### config.mk
export PLATFORM = sky130hd
export DESIGN_NAME = fifo_wr_arbiter_flat
export DESIGN_NICKNAME = d
export VERILOG_FILES = /design/src/rtl/fifo_arb_pkg.sv /design/src/rtl/fifo_wr_arbiter_if.sv /design/src/rtl/fifo_wr_arbiter_rr_pick.sv /design/src/rtl/fifo_wr_arbiter.sv /design/src/flat_wrapper.sv
export SDC_FILE = /design/constraint.sdc
export NUM_CORES = 1
export LEC_CHECK = 0
export ABC_AREA = 1
export BUFFER_PORTS_ARGS = -buffer_cell sky130_fd_sc_hd__buf_2
export CAP_MARGIN = 30
export CELL_PAD_IN_SITES_DETAIL_PLACEMENT = 1
export CELL_PAD_IN_SITES_GLOBAL_PLACEMENT = 1
export CORE_ASPECT_RATIO = 0.6
export CORE_MARGIN = 4
export CORE_UTILIZATION = 38
export DETAILED_ROUTE_END_ITERATION = 12
export GPL_ROUTABILITY_DRIVEN = 0
export PLACE_DENSITY_LB_ADDON = 0.1
export SLEW_MARGIN = 10
export SYNTH_ARGS = -nofsm -noshare
export SYNTH_HDL_FRONTEND = slang
export SYNTH_SLANG_ARGS = --single-unit
### constraint.sdc
create_clock -name Wr_clk -period 2.84 [get_ports Wr_clk]
set_clock_uncertainty 0.05 [all_clocks]
set_input_delay 0.142 -clock Wr_clk [delete_from_list [all_inputs] [get_ports Wr_clk]]
set_output_delay 0.142 -clock Wr_clk [all_outputs]
set_load 0.02 [all_outputs]
### src/rtl/fifo_arb_pkg.sv
`default_nettype none
// ============================================================================
// Module      : fifo_arb_pkg
// Description : Shared types and defaults for the FIFO write-port arbiter.
// Revision    : 1.0 - initial release
// ============================================================================
package fifo_arb_pkg;

    localparam int N_REQ_DEF     = 4;
    localparam int DATA_W_DEF    = 4;
    localparam int MAX_BURST_DEF = 4;
    localparam int STALL_CNT_W   = 8;
    localparam int BURST_CNT_W   = 4;

    typedef enum logic [1:0] {
        IDLE  = 2'd0,
        XFER  = 2'd1,
        STALL = 2'd2
    } arb_state_t;

endpackage
`default_nettype wire

### src/rtl/fifo_wr_arbiter_if.sv
`default_nettype none
// ============================================================================
// Module      : fifo_wr_arbiter_if
// Description : Producer-side request bundle and FIFO write-side signals.
// Revision    : 1.0 - initial release
// ============================================================================
interface fifo_wr_arbiter_if
    import fifo_arb_pkg::*;
#(
    parameter int N_REQ  = N_REQ_DEF,
    parameter int DATA_W = DATA_W_DEF
);
    logic [N_REQ-1:0]        Req;
    logic [N_REQ*DATA_W-1:0] Req_data;
    logic [N_REQ-1:0]        Req_last;
    logic                    Wr_Full;
    logic [N_REQ-1:0]        Grant;
    logic [N_REQ-1:0]        Ack;
    logic [DATA_W-1:0]       Data_in;
    logic                    Wr_en;
    logic                    Busy;
    logic [STALL_CNT_W-1:0]  Stall_cnt;

    modport master (
        output Req, Req_data, Req_last, Wr_Full,
        input  Grant, Ack, Data_in, Wr_en, Busy, Stall_cnt
    );

    modport slave (
        input  Req, Req_data, Req_last, Wr_Full,
        output Grant, Ack, Data_in, Wr_en, Busy, Stall_cnt
    );
endinterface
`default_nettype wire

### src/rtl/fifo_wr_arbiter_rr_pick.sv
`default_nettype none
// ============================================================================
// Module      : rr_pick
// Description : Combinational round-robin picker: first set request at or
//               after the priority pointer, wrapping modulo N_REQ.
// Revision    : 1.0 - initial release
// ============================================================================
module rr_pick #(
    parameter int N_REQ = 4,
    parameter int PTR_W = 2
) (
    input  wire logic [N_REQ-1:0] Req,
    input  wire logic [PTR_W-1:0] ptr,
    output logic      [N_REQ-1:0] Grant_nxt,
    output logic                  any_req
);
    logic [PTR_W:0] w_idx;
    logic           w_found;

    always_comb begin
        Grant_nxt = '0;
        w_found   = 1'b0;
        w_idx     = '0;
        for (int k = 0; k < N_REQ; k++) begin
            // One extra bit of headroom keeps ptr+k from overflowing before the wrap
            w_idx = {1'b0, ptr} + (PTR_W+1)'(k);
            if (w_idx >= (PTR_W+1)'(N_REQ)) begin
                w_idx = w_idx - (PTR_W+1)'(N_REQ);
            end
            if (!w_found && Req[w_idx[PTR_W-1:0]]) begin
                Grant_nxt[w_idx[PTR_W-1:0]] = 1'b1;
                w_found                     = 1'b1;
            end
        end
    end

    assign any_req = |Req;

endmodule
`default_nettype wire

### src/rtl/fifo_wr_arbiter.sv
`default_nettype none
// ============================================================================
// Module      : fifo_wr_arbiter
// Description : Round-robin burst arbiter sharing the FIFO write port.
// Revision    : 1.0 - initial release
// ============================================================================
module fifo_wr_arbiter
    import fifo_arb_pkg::*;
#(
    parameter int N_REQ     = N_REQ_DEF,
    parameter int DATA_W    = DATA_W_DEF,
    parameter int MAX_BURST = MAX_BURST_DEF
) (
    input  wire logic        Wr_clk,
    input  wire logic        reset,
    fifo_wr_arbiter_if.slave bus
);
    localparam int PTR_W = (N_REQ > 1) ? $clog2(N_REQ) : 1;

    arb_state_t             r_state;
    logic [N_REQ-1:0]       r_grant;
    logic [PTR_W-1:0]       r_ptr;
    logic [PTR_W-1:0]       r_owner;
    logic [BURST_CNT_W-1:0] r_burst;
    logic [STALL_CNT_W-1:0] r_stall_cnt;

    logic [N_REQ-1:0]       w_grant_nxt;
    logic                   w_any_req;
    logic [PTR_W-1:0]       w_owner_nxt;
    logic [PTR_W-1:0]       w_ptr_rot;
    logic [BURST_CNT_W-1:0] w_burst_inc;
    logic                   w_req_g;
    logic                   w_last_g;
    logic                   w_wr;
    logic                   w_end;

    rr_pick #(
        .N_REQ (N_REQ),
        .PTR_W (PTR_W)
    ) u_rr_pick (
        .Req       (bus.Req),
        .ptr       (r_ptr),
        .Grant_nxt (w_grant_nxt),
        .any_req   (w_any_req)
    );

    always_comb begin
        w_owner_nxt = '0;
        for (int i = 0; i < N_REQ; i++) begin
            if (w_grant_nxt[i]) begin
                w_owner_nxt = PTR_W'(i);
            end
        end
    end

    assign w_ptr_rot   = (r_owner == PTR_W'(N_REQ-1)) ? '0 : r_owner + 1'b1;
    assign w_burst_inc = r_burst + 1'b1;
    assign w_req_g     = bus.Req[r_owner];
    assign w_last_g    = bus.Req_last[r_owner];
    // A write is gated by reset so the word presented during reset is dropped
    assign w_wr        = reset && (r_state == XFER) && w_req_g && !bus.Wr_Full;
    assign w_end       = w_last_g || (w_burst_inc == BURST_CNT_W'(MAX_BURST));

    assign bus.Wr_en     = w_wr;
    assign bus.Ack       = w_wr ? r_grant : '0;
    assign bus.Data_in   = (reset && (r_state == XFER)) ?
                           bus.Req_data[r_owner*DATA_W +: DATA_W] : '0;
    assign bus.Busy      = reset && (r_state != IDLE);
    assign bus.Grant     = r_grant;
    assign bus.Stall_cnt = r_stall_cnt;

    always_ff @(posedge Wr_clk) begin
        if (!reset) begin
            r_state     <= IDLE;
            r_grant     <= '0;
            r_ptr       <= '0;
            r_owner     <= '0;
            r_burst     <= '0;
            r_stall_cnt <= '0;
        end else begin
            unique case (r_state)
                IDLE: begin
                    if (w_any_req) begin
                        r_grant <= w_grant_nxt;
                        r_owner <= w_owner_nxt;
                        r_burst <= '0;
                        r_state <= XFER;
                    end
                end
                XFER: begin
                    if (!w_req_g) begin
                        r_state <= IDLE;
                        r_grant <= '0;
                        r_ptr   <= w_ptr_rot;
                    end else if (bus.Wr_Full) begin
                        r_state <= STALL;
                    end else begin
                        r_burst <= w_burst_inc;
                        if (w_end) begin
                            r_state <= IDLE;
                            r_grant <= '0;
                            r_ptr   <= w_ptr_rot;
                        end
                    end
                end
                STALL: begin
                    if (r_stall_cnt != '1) begin
                        r_stall_cnt <= r_stall_cnt + 1'b1;
                    end
                    if (!w_req_g) begin
                        r_state <= IDLE;
                        r_grant <= '0;
                        r_ptr   <= w_ptr_rot;
                    end else if (!bus.Wr_Full) begin
                        r_state <= XFER;
                    end
                end
                default: begin
                    r_state <= IDLE;
                    r_grant <= '0;
                end
            endcase
        end
    end

endmodule
`default_nettype wire

### src/flat_wrapper.sv
// flat-port wrapper written by rule: the top's interface ports become plain ports
module fifo_wr_arbiter_flat import fifo_arb_pkg::*;
#(
    parameter int N_REQ     = N_REQ_DEF,
    parameter int DATA_W    = DATA_W_DEF,
    parameter int MAX_BURST = MAX_BURST_DEF
)
  (Wr_clk, reset, bus_Req, bus_Req_data, bus_Req_last, bus_Wr_Full, bus_Grant, bus_Ack, bus_Data_in, bus_Wr_en, bus_Busy, bus_Stall_cnt);
  fifo_wr_arbiter_if #(.N_REQ(N_REQ), .DATA_W(DATA_W)) bus_i ();
  input  wire logic Wr_clk;
  input  wire logic reset;
  input wire logic [$bits(bus_i.Req)-1:0] bus_Req;
  input wire logic [$bits(bus_i.Req_data)-1:0] bus_Req_data;
  input wire logic [$bits(bus_i.Req_last)-1:0] bus_Req_last;
  input wire logic [$bits(bus_i.Wr_Full)-1:0] bus_Wr_Full;
  output wire logic [$bits(bus_i.Grant)-1:0] bus_Grant;
  output wire logic [$bits(bus_i.Ack)-1:0] bus_Ack;
  output wire logic [$bits(bus_i.Data_in)-1:0] bus_Data_in;
  output wire logic [$bits(bus_i.Wr_en)-1:0] bus_Wr_en;
  output wire logic [$bits(bus_i.Busy)-1:0] bus_Busy;
  output wire logic [$bits(bus_i.Stall_cnt)-1:0] bus_Stall_cnt;
  assign bus_i.Req = bus_Req;
  assign bus_i.Req_data = bus_Req_data;
  assign bus_i.Req_last = bus_Req_last;
  assign bus_i.Wr_Full = bus_Wr_Full;
  assign bus_Grant = bus_i.Grant;
  assign bus_Ack = bus_i.Ack;
  assign bus_Data_in = bus_i.Data_in;
  assign bus_Wr_en = bus_i.Wr_en;
  assign bus_Busy = bus_i.Busy;
  assign bus_Stall_cnt = bus_i.Stall_cnt;
  fifo_wr_arbiter #(.N_REQ(N_REQ), .DATA_W(DATA_W), .MAX_BURST(MAX_BURST)) u_core (.Wr_clk(Wr_clk), .reset(reset), .bus(bus_i));
endmodule
==> flow_metrics.py, run 1 <==
metrics = {
    "clocking": {
        "path_clk_slew_ps": 80,
        "cts_hold_buf": 0,
        "htreeDepth": 1,
        "post_cts_buffers": 0,
        "cts_root_buffer": "clkbuf_8",
        "cts-resized-gates": 0,
        "cts_buffers": 3,
        "cts_tree": "done",
        "cts_sinks": 22,
        "insertion_delay_ps": 260,
        "clk_path_buf_depth": 2,
    },
    "floorplan": {
        "start_util_pct": 39.3,
        "fp.dieW_um": 96.7,
        "ioPinCount": 49,
        "die-area_um2": 5920,
        "rows": 19,
        "die_y_um": 61.2,
        "core_area_um2": 4560,
    },
    "finish": {
        "final_nets": 377,
        "layout_common_cells": "nand2_1, buf_2, nor2_1, nand3_1, inv_1",
        "antenna_cells": 0,
        "layout-area-overhead-vs-synth_pct": 21.0,
        "drive_above_1_share_pct": 23.8,
        "final_area_um2": 2170,
        "final_common_cell": "nand2_1",
    },
    "routing": {
        "drt_first_pass_iters": 4,
        "drt-vias-per-instance": 5.01,
        "drtIter0Drc": 117,
        "wl_per_cell_um": 14.2,
        "vias": 1998,
        "drcViolationCount": 0,
        "routed_wl_um": 5680,
        "ant_nets": 0,
    },
    "synth": {
        "ys_ff_latch": 22,
        "synth_area_leaders": "dfxtp_1, nand2_1, ha_1, nand3_1, nor2_1",
        "netlist.area_leader.share_pct": 24.5,
        "avgSynthCellArea_um2": 6.23,
        "synth_cell_types": 30,
        "synthCells": 288,
        "netlist_area_um2": 1790,
        "yosysTopAreaCell": "dfxtp_1",
        "yosys_warnings": 0,
        "ys_seq_area_share_pct": 24.5,
        "synth_nets": 328,
    },
    "worst_hold_path": {
        "worstHoldPathCells": 3,
        "min_from": "reset",
        "hp-class": "in2reg",
    },
    "grt": {
        "first_global_vias": 1954,
        "antenna_found_initial": 0,
        "overflow": 0,
        "gr-usage-met3_pct": 4.98,
        "grt_pass1_wl_um": 9630,
        "gr-usage-met2_pct": 30.4,
        "grt-busiest-layer": "met2",
        "grt_usage_pct": 20.1,
        "use_met1_pct": 29.5,
        "grt_max_degree": 18,
    },
    "timing": {
        "relSlewSlack_pct": 60.1,
        "holdWs_ps": 177,
        "setup_viol_count_final": 0,
        "hold_viol": 0,
        "final.setup.tns_ps": 0,
        "slew_viol_final": 0,
        "rsz0062_at_grt": "false",
        "tightestPinTransition_ps": 597,
        "fmax_ghz": 0.433,
        "min_period_ps": 2310,
        "period_share_pct": 81.3,
    },
    "worst_setup_path": {
        "crit_path_end_kind": "primary output",
        "worstSetupPathType": "reg2out",
        "r2r_start": "u_core.r_ptr[0]$_SDFFE_PN0P_",
        "required_ps": 2650,
        "path_max_fanout": 17,
        "start_kind": "flop",
        "startpoint": "u_core.r_owner[0]$_SDFFE_PN0P_",
        "arrival_ps": 2120,
        "rr_worst_depth": 11,
    },
    "pwr": {
        "peakVddDrop_mv": 0.414,
        "power_density_nw_per_um2": 898,
        "leakage_uw": 0.00111,
    },
    "job": {
        "drv_cap": 0,
    },
    "place": {
        "portBuffers": 48,
        "postPlaceCellArea_um2": 2100,
        "dp_hpwl_um": 4600,
    },
    "status": {
        "status": "complete, no violations",
    },
}
==> critical path: stages (launching register included) <==
cell     delay (ps)
dfxtp_1         710
nand2_1         100
nand3_1         120
nand2_2          90
or2_1           210
nor2_1          230
inv_2           100
nor2_1          110
buf_2           170
==> worst paths after layout <==
check | endpoint | slack, ps
max reg2reg | u_core.bus.Grant[3]$_SDFFE_PN0P_ | 690
max | bus_Ack[2] | 530
min | u_core.r_state[1]$_SDFFE_PN0P_ | 180
min reg2reg | u_core.r_burst[0]$_SDFFE_PN0P_ | 440
==> registers in the layout, indices dropped and copies added, names as in the netlist <==
register and count:
u_core.bus.Stall_cnt 8, u_core.r_ptr 2, u_core.r_burst 4, u_core.bus.Grant 4, u_core.r_state 2, u_core.r_owner 2
==> cell families (layout without fill, tap and decap cells) <==
group                      count (synthesis)  count (layout)  share of synthesized area, %
DFF                                       22              22                          24.5
and+or+nand+nor                          163             163                          41.6
xor gates and xnor gates                   3               3                          1.46
buffers and inverters                     43              91                          9.14
adders and majority gates                 13              13                          9.07
AOI/OAI and AO/OA                         44              44                          14.2
==> where the power goes <==
part / internal (uW) / switching, uW / total, uW
combinational: 391 / 774 / 1160
sequential: 375 / 113 / 488
clock: 188 / 109 / 297
total: 954 / 996 / 1950
==> cell usage after synthesis, drive strengths merged <==
cell type,instances
nand2,75
nor2,45
inv,38
nand3,35
dfxtp,22
o21ai,21
a21oi,19
ha,13
clkbuf,3
nor3,3
buf,2
nand3b,2
nand4,2
xor2,2
a221oi,1
a31oi,1
a41oi,1
o21bai,1
or2,1
xnor2,1
==> layer usage <==
| metal | vias to the layer above | share of wire [%] | wire [um] |
|---|---|---|---|
| li1 | 1019 | - | - |
| met1 | 925 | 55 | 3140 |
| met2 | 52 | 39 | 2240 |
| met3 | 2 | 5.1 | 291 |
| met4 | 0 | 0.25 | 14 |
| met5 | - | 0 | 0 |
==> stage by stage <==
stage | std cells | util, % | power (uW) | setup WS, ps
2_1_floorplan | 288 | - | 1350 | 1020
3_5_place_dp | 395 | 46.0 | 1650 | 734
5_1_grt | 399 | 47.6 | 2150 | 307
6_report | 399 | 47.6 | 1950 | 531
4_1_cts | 399 | 47.6 | 1960 | 500
3_3_place_gp | 395 | 46.0 | 1620 | 806
==> area by class of cell <==
class                           count  area, um2
Clock buffer                        3       41.3
Multi-Input combinational cell    223       1190
Timing Repair Buffer               49        248
Inverter                           38        143
Sequential cell                    22        440
Fill cell                         646       2390
Tap cell                           63       78.8
Clock inverter                      1       30.0
No activity file was read; power rests on OpenSTA's default activity.
==> inputs of run 2 (changes only) <==
Settings changed: ABC_AREA 1 to 0.
Clock period 2.84 ns to 2.4 ns, I/O delays scaled along.
==> run 2 against run 1 <==
Compared with the run above:
- final area is 4.1% lower
- flip-flop and latch count stayed put
- first-iteration DRC count is 50% lower
- global-route usage is 2.8 points lower
- sequential share of layout area is 0.87 points higher
- area after synthesis is 5.9% lower
- worst hold slack better by 87 ps
- register-to-register slack worse by 540 ps
- critical path depth is 1 lower
- synthesized cell count is 33% lower
- largest power group unchanged
==> flow_metrics.py, run 2 <==
metrics = {
    "status": {
        "status": "complete, no violations",
    },
    "finish": {
        "drive_above_1_share_pct": 26.3,
        "layout-area-overhead-vs-synth_pct": 23.3,
        "fillCellCount": 527,
        "final_nets": 284,
        "largest_reg_flops": 8,
        "antenna_cells": 0,
        "layout_common_cells": "buf_2, nand2_1, dfxtp_1, ha_1",
        "final_common_cell": "buf_2",
    },
    "routing": {
        "drtIter0Drc": 59,
        "highest_layer": "met4",
        "wl_met1_um": 2650,
        "routed_wl_um": 4590,
        "met3WireLength_um": 239,
        "drcViolationCount": 0,
        "vias": 1587,
        "dr_wl_met2_um": 1660,
        "drt-vias-per-instance": 5.24,
        "ant_nets": 0,
        "wl_per_cell_um": 15.1,
        "drt_first_pass_iters": 4,
    },
    "worst_setup_path": {
        "path_max_fanout": 5,
        "worstSetupPathType": "reg2reg",
        "required_ps": 2560,
        "crit_path_end_kind": "flop",
        "arrival_ps": 2410,
        "reg2reg_slack_ps": 150,
        "start_kind": "flop",
    },
    "synth": {
        "ys_seq_area_share_pct": 26.1,
        "synth_common_cells": "nand2_1, dfxtp_1, ha_1, and2_1, o21ai_0",
        "netlist.area_leader.share_pct": 26.1,
        "netlist_area_um2": 1690,
        "synth_nets": 233,
        "synth_cell_types": 42,
        "synth_ff_type": "dfxtp_1",
        "yosysTopAreaCell": "dfxtp_1",
        "avgSynthCellArea_um2": 8.75,
        "ys_ff_latch": 22,
        "yosys_warnings": 0,
        "synth_area_leaders": "dfxtp_1, mux4_2, ha_1, nand2_1, and2_1",
        "synthCells": 193,
        "yosysMostFrequentCell": "nand2_1",
        "synth-edff-count": 0,
        "async_reset_ff_share_pct": 0,
    },
    "clocking": {
        "insertion_delay_ps": 270,
        "cts_tree": "done",
        "clk_path_buf_depth": 2,
        "cts_root_buffer": "clkbuf_8",
        "post_cts_buffers": 0,
        "cts-resized-gates": 0,
        "path_clk_slew_ps": 90,
        "cts_buffers": 3,
        "htreeDepth": 1,
        "cts_sinks": 22,
        "cts_hold_buf": 0,
    },
    "grt": {
        "grt_usage_pct": 17.3,
        "overflow": 0,
        "grt_max_degree": 30,
        "first_global_vias": 1567,
        "grt_pass1_wl_um": 7580,
        "antenna_found_initial": 0,
    },
    "timing": {
        "slew_viol_final": 0,
        "fmax_ghz": 0.444,
        "setup_viol_count_final": 0,
        "period_share_pct": 93.9,
        "hold_viol": 0,
        "tightestPinTransition_ps": 574,
        "relSlewSlack_pct": 61.4,
        "rsz0062_at_grt": "false",
        "min_period_ps": 2250,
        "final.setup.tns_ps": 0,
    },
    "pwr": {
        "leakage_uw": 0.000928,
        "power_density_nw_per_um2": 734,
        "peakVddDrop_mv": 0.264,
        "power_uw": 1530,
    },
    "floorplan": {
        "die-area_um2": 5610,
        "fp.dieW_um": 94.1,
        "start_util_pct": 40.3,
        "core_area_um2": 4190,
        "die_y_um": 59.6,
        "ioPinCount": 49,
        "rows": 18,
    },
    "job": {
        "drv_cap": 0,
    },
    "worst_hold_path": {
        "hp-class": "in2reg",
    },
    "place": {
        "dp_hpwl_um": 3710,
        "portBuffers": 48,
    },
}
[run 2: path summary, 6_finish.rpt]
check / from / to / depth (start not counted)
worst max-delay path: u_core.r_ptr[0]$_SDFFE_PN0P_ / u_core.r_owner[0]$_SDFFE_PN0P_ / 7
worst min-delay path: bus_Wr_Full / u_core.r_state[1]$_SDFFE_PN0P_ / 4
worst max register to register: u_core.r_ptr[0]$_SDFFE_PN0P_ / u_core.r_owner[0]$_SDFFE_PN0P_ / 7
worst min register to register: u_core.bus.Grant[3]$_SDFFE_PN0P_ / u_core.bus.Grant[3]$_SDFFE_PN0P_ / 2
[run 2: logic make-up after synthesis]
family,Yosys count,synth area share [%]
simple gates,82,26.2
compound gates,41,17.0
flops,22,26.1
buf+inv,16,3.63
fa+ha+maj,13,9.63
mux,10,12.8
xor+xnor,9,4.67
[run 2: cell type report]
| type | count | area (um2) | share of cell area (%) |
|---|---|---|---|
| clock inverters | 1 | 30.0 | 1.44 |
| flip-flops and latches | 22 | 440 | 21.2 |
| multi-input cells | 155 | 1190 | 57.0 |
| well taps | 60 | 75.1 | 3.61 |
| repair buffers | 52 | 270 | 13.0 |
| clock buffers | 3 | 41.3 | 1.98 |
| inverters | 10 | 37.5 | 1.80 |
[run 2: stage by stage]
step	hold slack (ps)	setup slack, ps	area, um2	utilization [%]	instances
2_1_floorplan	356	22.1	1690	-	193
4_1_cts	246	129	2080	49.7	303
3_3_place_gp	401	209	2010	48.0	299
5_1_grt	289	1.63	2080	49.7	303
6_report	263	147	2080	49.7	303
3_5_place_dp	417	142	2010	48.0	299
[run 2: report_power, final]
group	leakage [uW]	total [uW]	switching, uW	internal [uW]
combinational	0.000714	700	383	317
clock	0.0000357	361	138	223
sequential	0.000179	468	55.0	413
[run 2: worst max-delay path: stages (launching register included)]
cell and delay, ps:
dfxtp_1 340, inv_1 60, ha_1 350, or3b_1 370, a2111o_1 420, a21bo_1 200, a211o_1 260, a31oi_1 150
[run 2: layer usage]
layer,GRT usage [%],vias up
li1,-,799
met1,28.0,743
met2,22.6,40
met3,3.93,5
met4,3.70,0
met5,0,-
